$ cat config.mk
export PLATFORM = sky130hd
export DESIGN_NAME = zero_flag_pipe
export DESIGN_NICKNAME = d
export VERILOG_FILES = /design/src/rtl/zero_flag_pipe.sv
export SDC_FILE = /design/constraint.sdc
export NUM_CORES = 1
export LEC_CHECK = 0
export BUFFER_PORTS_ARGS = -buffer_cell sky130_fd_sc_hd__buf_2
export CAP_MARGIN = 20
export CORE_ASPECT_RATIO = 0.8
export CORE_MARGIN = 1
export CORE_UTILIZATION = 31
export CTS_CLUSTER_SIZE = 8
export DETAILED_ROUTE_END_ITERATION = 7
export PLACE_DENSITY = 0.83
export SLEW_MARGIN = 20
export SYNTH_ARGS = -nofsm -noshare
export SYNTH_HDL_FRONTEND = slang
export SYNTH_SLANG_ARGS = --single-unit
$ cat constraint.sdc
create_clock -name clk -period 2.2 [get_ports clk]
set_input_delay 0.44 -clock clk [delete_from_list [all_inputs] [get_ports clk]]
set_output_delay 0.44 -clock clk [all_outputs]
set_load 0.02 [all_outputs]
$ cat src/rtl/zero_flag_pipe.sv
// Pipelined zero-detect for the ALU result path with an NZCV flag register that
// commits all four flags together when a flag-setting operation retires.
module zero_flag_pipe #(
    parameter int WIDTH = 64,
    parameter int GROUP = 16
) (
    input  logic             clk,
    input  logic             reset,
    input  logic             in_valid,
    input  logic [WIDTH-1:0] result,
    input  logic             carry_in,
    input  logic             overflow_in,
    input  logic             set_flags,
    input  logic             flush,
    output logic             out_valid,
    output logic             zero,
    output logic             flag_n,
    output logic             flag_z,
    output logic             flag_c,
    output logic             flag_v,
    output logic             flags_busy
);

    function automatic int calc_lat(input int w, input int g);
        int n;
        int s;
        n = w / g;
        s = 1;
        while (n > 1) begin
            n = (n + g - 1) / g;
            s = s + 1;
        end
        return s;
    endfunction

    localparam int LAT = calc_lat(WIDTH, GROUP);
    localparam int NS  = (LAT > 1) ? LAT - 1 : 1;

    // Bit j of the input lands in term j/GROUP; unused upper terms stay 0, so a
    // partial last group simply ORs fewer live bits.
    function automatic logic [WIDTH-1:0] group_or(input logic [WIDTH-1:0] x);
        logic [WIDTH-1:0] r;
        r = '0;
        for (int j = 0; j < WIDTH; j++) begin
            r[j/GROUP] = r[j/GROUP] | x[j];
        end
        return r;
    endfunction

    logic [WIDTH-1:0] lvl    [NS];
    logic [WIDTH-1:0] term_q [NS];
    logic [3:0]       side_q [NS];   // {set_flags, N, C, V}
    logic [3:0]       side_d [NS];
    logic [NS-1:0]    valid_q;
    logic [NS-1:0]    valid_d;

    logic       ret_valid;
    logic [3:0] ret_side;
    logic       ret_zero;

    logic       out_valid_q;
    logic       zero_q;
    logic [3:0] nzcv_q;
    logic       busy_d;

    assign lvl[0] = result;

    genvar gi;
    generate
        for (gi = 1; gi < NS; gi++) begin : g_lvl
            assign lvl[gi] = term_q[gi-1];
        end
    endgenerate

    always_comb begin
        valid_d   = '0;
        valid_d[0] = in_valid;
        side_d[0]  = {set_flags, result[WIDTH-1], carry_in, overflow_in};
        for (int s = 1; s < NS; s++) begin
            valid_d[s] = valid_q[s-1] & ~flush;
            side_d[s]  = side_q[s-1];
        end
    end

    always_ff @(posedge clk) begin
        for (int s = 0; s < NS; s++) begin
            term_q[s] <= group_or(lvl[s]);
            side_q[s] <= side_d[s];
        end
        if (reset) begin
            valid_q <= '0;
        end else begin
            valid_q <= valid_d;
        end
    end

    // With a single-stage pipe the output register samples the inputs directly,
    // so an operation presented alongside flush is still accepted.
    generate
        if (LAT == 1) begin : g_ret_direct
            assign ret_valid = in_valid;
            assign ret_side  = {set_flags, result[WIDTH-1], carry_in, overflow_in};
            assign ret_zero  = ~|result;
        end else begin : g_ret_pipe
            assign ret_valid = valid_q[LAT-2] & ~flush;
            assign ret_side  = side_q[LAT-2];
            assign ret_zero  = ~|term_q[LAT-2];
        end
    endgenerate

    always_ff @(posedge clk) begin
        if (reset) begin
            out_valid_q <= 1'b0;
            zero_q      <= 1'b0;
            nzcv_q      <= 4'b0000;
        end else begin
            out_valid_q <= ret_valid;
            if (ret_valid) begin
                zero_q <= ret_zero;
                if (ret_side[3]) begin
                    nzcv_q <= {ret_side[2], ret_zero, ret_side[1], ret_side[0]};
                end
            end
        end
    end

    always_comb begin
        busy_d = 1'b0;
        for (int s = 0; s < LAT - 1; s++) begin
            busy_d = busy_d | (valid_q[s] & side_q[s][3]);
        end
    end

    assign out_valid  = out_valid_q;
    assign zero       = zero_q;
    assign flag_n     = nzcv_q[3];
    assign flag_z     = nzcv_q[2];
    assign flag_c     = nzcv_q[1];
    assign flag_v     = nzcv_q[0];
    assign flags_busy = busy_d;

endmodule
==> results of run 1 <==
[worst paths after layout]
| path | from | to | slack, ns | cells after the start |
|---|---|---|---|---|
| worst max register to register | valid_q$_SDFF_PP0_ | nzcv_q[0]$_SDFFE_PP0P_ | 1.32 | 3 |
| worst min-delay path | set_flags | side_q[0][3]$_DFF_P_ | 0.26 | 1 |
| worst max-delay path | valid_q$_SDFF_PP0_ | flags_busy | 0.80 | 2 |
| worst min register to register | side_q[0][1]$_DFF_P_ | nzcv_q[1]$_SDFFE_PP0P_ | 0.47 | 2 |
[report_power, final]
group | leakage (nW) | internal [mW] | switching, mW
logic | 0.421 | 0.0525 | 0.0271
registers | 0.123 | 0.278 | 0.00325
clock network | 0.0177 | 0.0674 | 0.0862
[per-stage QoR]
stage          hold slack (ns)  power (mW)  instances  cell area [sq um]  setup slack, ns
3_3_place_gp             0.445       0.365        150                971             1.12
4_1_cts                  0.248       0.521        154                998            0.781
3_5_place_dp             0.453       0.368        150                971             1.08
5_1_grt                  0.232       0.545        154                998            0.738
6_report                 0.257       0.514        154                998            0.799
2_1_floorplan            0.437       0.302         51                558             1.15
[area by class of cell]
type	count	area share, %
Multi-Input combinational cell	36	25.8
Clock inverter	1	0.501
Timing Repair Buffer	77	38.6
Clock buffer	3	2.26
Tap cell	22	2.76
Sequential cell	15	30.1
[Yosys cell counts]
cell type,n,area share (%)
nand3b_4,1,3.6
nand4_1,4,4.5
mux2i_1,5,9.0
and2_1,1,1.1
nor2_1,6,4.0
dfxtp_1,15,54
nor4_1,16,18
nor2b_1,1,1.1
nor4_4,1,3.8
nand2b_1,1,1.1
[registers in the layout, summed over array words and instances, names as in the netlist]
signal / flops
out_valid: 1
valid_q: 1
term_q: 4
side_q: 4
nzcv_q: 4
zero: 1
[kinds of logic (layout without fill, tap and decap cells)]
group / Yosys count / after routing / share of synthesized area, %
simple gates: 31 / 31 / 37.2
mux: 5 / 5 / 8.97
flops: 15 / 15 / 53.8
buf+inv: 0 / 81 / 0
[layer usage]
| layer | part of all wire (%) | track usage, % | vias to the layer above |
|---|---|---|---|
| li1 | - | - | 366 |
| met1 | 38 | 14.1 | 305 |
| met2 | 51 | 31.8 | 43 |
| met3 | 11 | 7.58 | 0 |
| met4 | 0 | 2.14 | 0 |
| met5 | 0 | 0 | - |
[critical path, delay by kind of cell (launching register included)]
family,cells,cell delay (ns)
buffers and inverters,1,0.15
and+or+nand+nor,1,0.14
DFF,1,0.40
[placed cells by master, fill, tap and decap left out]
cell type,n
nand2b_1,1
buf_2,77
and2_1,1
nor4_1,16
clkinv_2,1
nand4_1,4
nand3b_4,1
nor2b_1,1
mux2i_1,5
dfxtp_1,15
nor4_4,1
nor2_1,6
clkbuf_4,3
==> qor.yml, run 1 <==
power_and_ir_drop:
  power_density_mw_per_mm2: 515
  leakage_nw: 0.562
  irDropWorstVdd_uv: 411
clocking:
  numCtsBuffers: 3
  cts-root-buf: "clkbuf_4"
  htree_num_levels: 1
  path_clk_slew_ns: 0.09
  hold_buffers: 0
  clock_latency_ns: 0.28
  post_cts_buffers: 0
  cts_tree: "built"
  clock_path_buffers: 2
  clkSinkCount: 15
  ctsResizeCount: 0
final_layout:
  diodes: 0
  multi_input_area_sq_um: 258
  post-route-util_pct: 60.2
  layout.nets: 204
  seq_area_sq_um: 300
  fillers: 167
  area_growth_pct: 78.9
  drive_above_1_share_pct: 62.9
logic_synthesis:
  yosys_warnings: 0
  seq_area_frac_synth_pct: 53.8
  ys_ff_latch: 15
  synthesis.instances: 51
  avgSynthCellArea_sq_um: 10.9
  syn_nets: 122
  synth_cell_type_count: 10
  netlist_area_sq_um: 558
critical_path:
  cpPeakStageDelay_ns: 0.40
  cp.arrival_ns: 0.96
  cp_max_fo: 3
  crit_required_ns: 1.76
  crit_chain: "and2_1 -> buf_2"
  start_kind: "flip-flop"
  worstSetupPathType: "reg2out"
  slowest_stage: "dfxtp_1"
  end_kind: "output port"
timing:
  maxSlewViolCount: 0
  finalSetupViolCount: 0
  worst_slew_pin_slew_ns: 0.264
  finalCritPeriodShare_pct: 63.7
  hold_violations: 0
  relSlewSlack_pct: 82.2
  rsz0062_at_grt: "false"
  fin_tns_setup_ns: 0
  finalClockSkew_ns: 0.00200
  finalCriticalPeriod_ns: 1.40
  fmax_mhz: 714
placement:
  gp_congestion: 0.772
  port_buffers: 77
  hpwl_um: 1330
detailed_routing:
  ant_nets: 0
  num_vias: 714
  drc: 0
  wl_per_cell_um: 9.58
  vias_per_cell: 4.64
  dr.pass1.iters: 3
  wirelength_um: 1480
  dr.first_iter.drc_count: 3
die:
  die_h_um: 40.0
  rows: 13
  dieArea_sq_mm: 0.00197
  io_pins: 78
  coreArea_sq_mm: 0.00166
  die_w_um: 49.4
  initial_core_util_pct: 33.6
hold_path:
  hold_class: "in2reg"
job:
  drv_cap: 0
global_routing:
  grt_pass1_vias: 571
  gr-total-overflow: 0
  grt_start_max_net_pins: 10
  grt_pass1_wl_um: 2150
  grtUsageTotal_pct: 15.2
  antenna_found_initial: 0
outcome:
  status: "finished clean"
No activity file was read; power rests on OpenSTA's default activity.
==> run 2: changes to the inputs <==
CORE_UTILIZATION = 29   (was 31)
PLACE_DENSITY = 0.78   (was 0.83)
clock period = 1.4 ns   (was 2.2 ns; I/O delays follow)
==> run 2 against run 1 <==
Compared with the run above: sequential share of layout area unchanged; clock power up 51%; via count down 2.5%; combinational power up 56%; highest routed layer unchanged.
==> qor.yml, run 2 (synthesis gave the netlist of run 1 again) <==
clocking:
  post_cts_buffers: 0  # unchanged
  htree_num_levels: 1  # unchanged
  clock_latency_ns: 0.28  # about the same
  numCtsBuffers: 3  # unchanged
  hold_buffers: 0  # unchanged
  ctsResizeCount: 0  # unchanged
  cts-root-buf: "clkbuf_4"
  cts_tree: "built"
  clock_path_buffers: 2  # unchanged
  path_clk_slew_ns: 0.09  # about the same
  clkSinkCount: 15  # unchanged
timing:
  finalCriticalPeriod_ns: 1.25
  fin_tns_setup_ns: 0  # unchanged
  finalCritPeriodShare_pct: 89.1
  finalSetupViolCount: 0  # unchanged
  fmax_mhz: 801
  fin_ws_ns: 0.152  # -0.647 ns
  finalClockSkew_ns: 0.00805  # +0.00605 ns
  hold_violations: 0  # unchanged
  worst_slew_pin_slew_ns: 0.259  # -0.00508 ns
  relSlewSlack_pct: 82.6  # +0.34 points
  maxSlewViolCount: 0  # unchanged
  rsz0062_at_grt: "false"
power_and_ir_drop:
  leakage_nw: 0.562  # unchanged
  power_density_mw_per_mm2: 800  # +55%
  irDropWorstVdd_uv: 496  # +21%
detailed_routing:
  num_vias: 696  # -2.5%
  ant_nets: 0  # unchanged
  vias_per_cell: 4.52  # -2.5%
  wirelength_um: 1460  # -1.2%
  dr.pass1.iters: 2  # -1
  dr.first_iter.drc_count: 3  # unchanged
  drc: 0  # unchanged
  wl_per_cell_um: 9.47  # -1.2%
critical_path:
  r2r_cells: 3  # unchanged
  crit_chain: "and2_1 -> buf_2"
  reg2reg_from: "term_q[0][1]$_DFF_P_"
  crit_required_ns: 1.12  # -0.64 ns
  slowest_stage: "dfxtp_1"
  reg2reg_to: "zero$_SDFFE_PP0P_"
  end_kind: "output port"
  cpPeakStageDelay_ns: 0.40  # about the same
  ff2ff_setup_slack_ns: 0.53  # -0.79 ns
  start_kind: "flip-flop"
  worstSetupPathType: "reg2out"
  cp.arrival_ns: 0.97  # about the same
  cp_max_fo: 3  # unchanged
die:
  rows: 13  # unchanged
  coreArea_sq_mm: 0.00171  # +2.9%
  die_w_um: 51.0  # +3.3%
  dieArea_sq_mm: 0.00210  # +6.6%
  initial_core_util_pct: 32.7  # -0.96 points
  io_pins: 78  # unchanged
  die_h_um: 41.2  # +3.2%
hold_path:
  holdPathStages: 1  # unchanged
  hold_path_end: "side_q[0][3]$_DFF_P_"
  hold_class: "in2reg"
  min-delay-start: "set_flags"
global_routing:
  grt_pass1_vias: 556  # -2.6%
  grt_start_max_net_pins: 10  # unchanged
  gr-total-overflow: 0  # unchanged
  grt_pass1_wl_um: 2050  # -4.5%
  antenna_found_initial: 0  # unchanged
  grtUsageTotal_pct: 13.7  # -1.5 points
final_layout:
  area_growth_pct: 78.9  # unchanged
  reg.largest.list: "nzcv_q x4, side_q x4, term_q x4"
  final_common_cell: "buf_2"
  diodes: 0  # unchanged
  layout.nets: 204  # unchanged
  design_area_sq_um: 998  # unchanged
  final_cell_mix: "77 x buf_2, 16 x nor4_1, 15 x dfxtp_1, 6 x nor2_1, 5 x mux2i_1"
  drive_above_1_share_pct: 62.9  # unchanged
  post-route-util_pct: 58.5  # -1.7 points
job:
  drv_cap: 0  # unchanged
outcome:
  status: "finished clean"
placement:
  port_buffers: 77  # unchanged
  hpwl_um: 1340  # +0.67%
  placed_area_sq_um: 971  # unchanged
  gp_congestion: 0.745  # -3.6%
  dp_slack_ns: 0.450  # -0.628 ns
## run 2: cell counts in the layout (fill, tap and decap cells not counted)
Identical to the previous run, type by type.
## run 2: power breakdown
group | leakage [nW] | internal (mW) | switching (mW)
sequential | 0.123 | 0.437 | 0.00513
combinational | 0.421 | 0.0824 | 0.0421
clock | 0.0177 | 0.106 | 0.127
total | 0.562 | 0.625 | 0.174
## run 2: how the worst max path moves through the flow
| stage | start | endpoint | slack [ns] | cells after the start |
|---|---|---|---|---|
| 6_report | valid_q$_SDFF_PP0_ | flags_busy | 0.15 | 2 |
| 5_1_grt | valid_q$_SDFF_PP0_ | flags_busy | 0.08 | 2 |
| 3_5_place_dp | valid_q$_SDFF_PP0_ | flags_busy | 0.45 | 2 |
| 3_3_place_gp | result[56] | term_q[0][3]$_DFF_P_ | 0.47 | 3 |
| 4_1_cts | valid_q$_SDFF_PP0_ | flags_busy | 0.13 | 2 |
| 2_1_floorplan | valid_q$_SDFF_PP0_ | flags_busy | 0.51 | 1 |
## run 2: through the flow
step	power (mW)	cells	hold slack, ns
after floorplan	0.475	51	0.308
after global placement	0.573	150	0.386
after detailed placement	0.577	150	0.384
after CTS	0.814	154	0.0865
after global routing	0.842	154	0.0815
final	0.799	154	0.0969
## run 2: cell type report
type	instances	area [sq um]
multi-input combinational	36	258
fill	175	709
sequential	15	300
tap	22	27.5
clock inverter	1	5.00
timing repair buffer	77	385
clock buffer	3	22.5
## run 2: routing by layer
layer	track usage [%]	share of wire, %
met5	0	0
met2	27.3	50
met4	2.08	0
met3	6.67	11
met1	13.4	39
## run 2: worst max-delay path: cells and delay by family (launching register included)
family,cells,cell delay (ns)
buf+inv,1,0.15
simple gates,1,0.14
flops,1,0.40
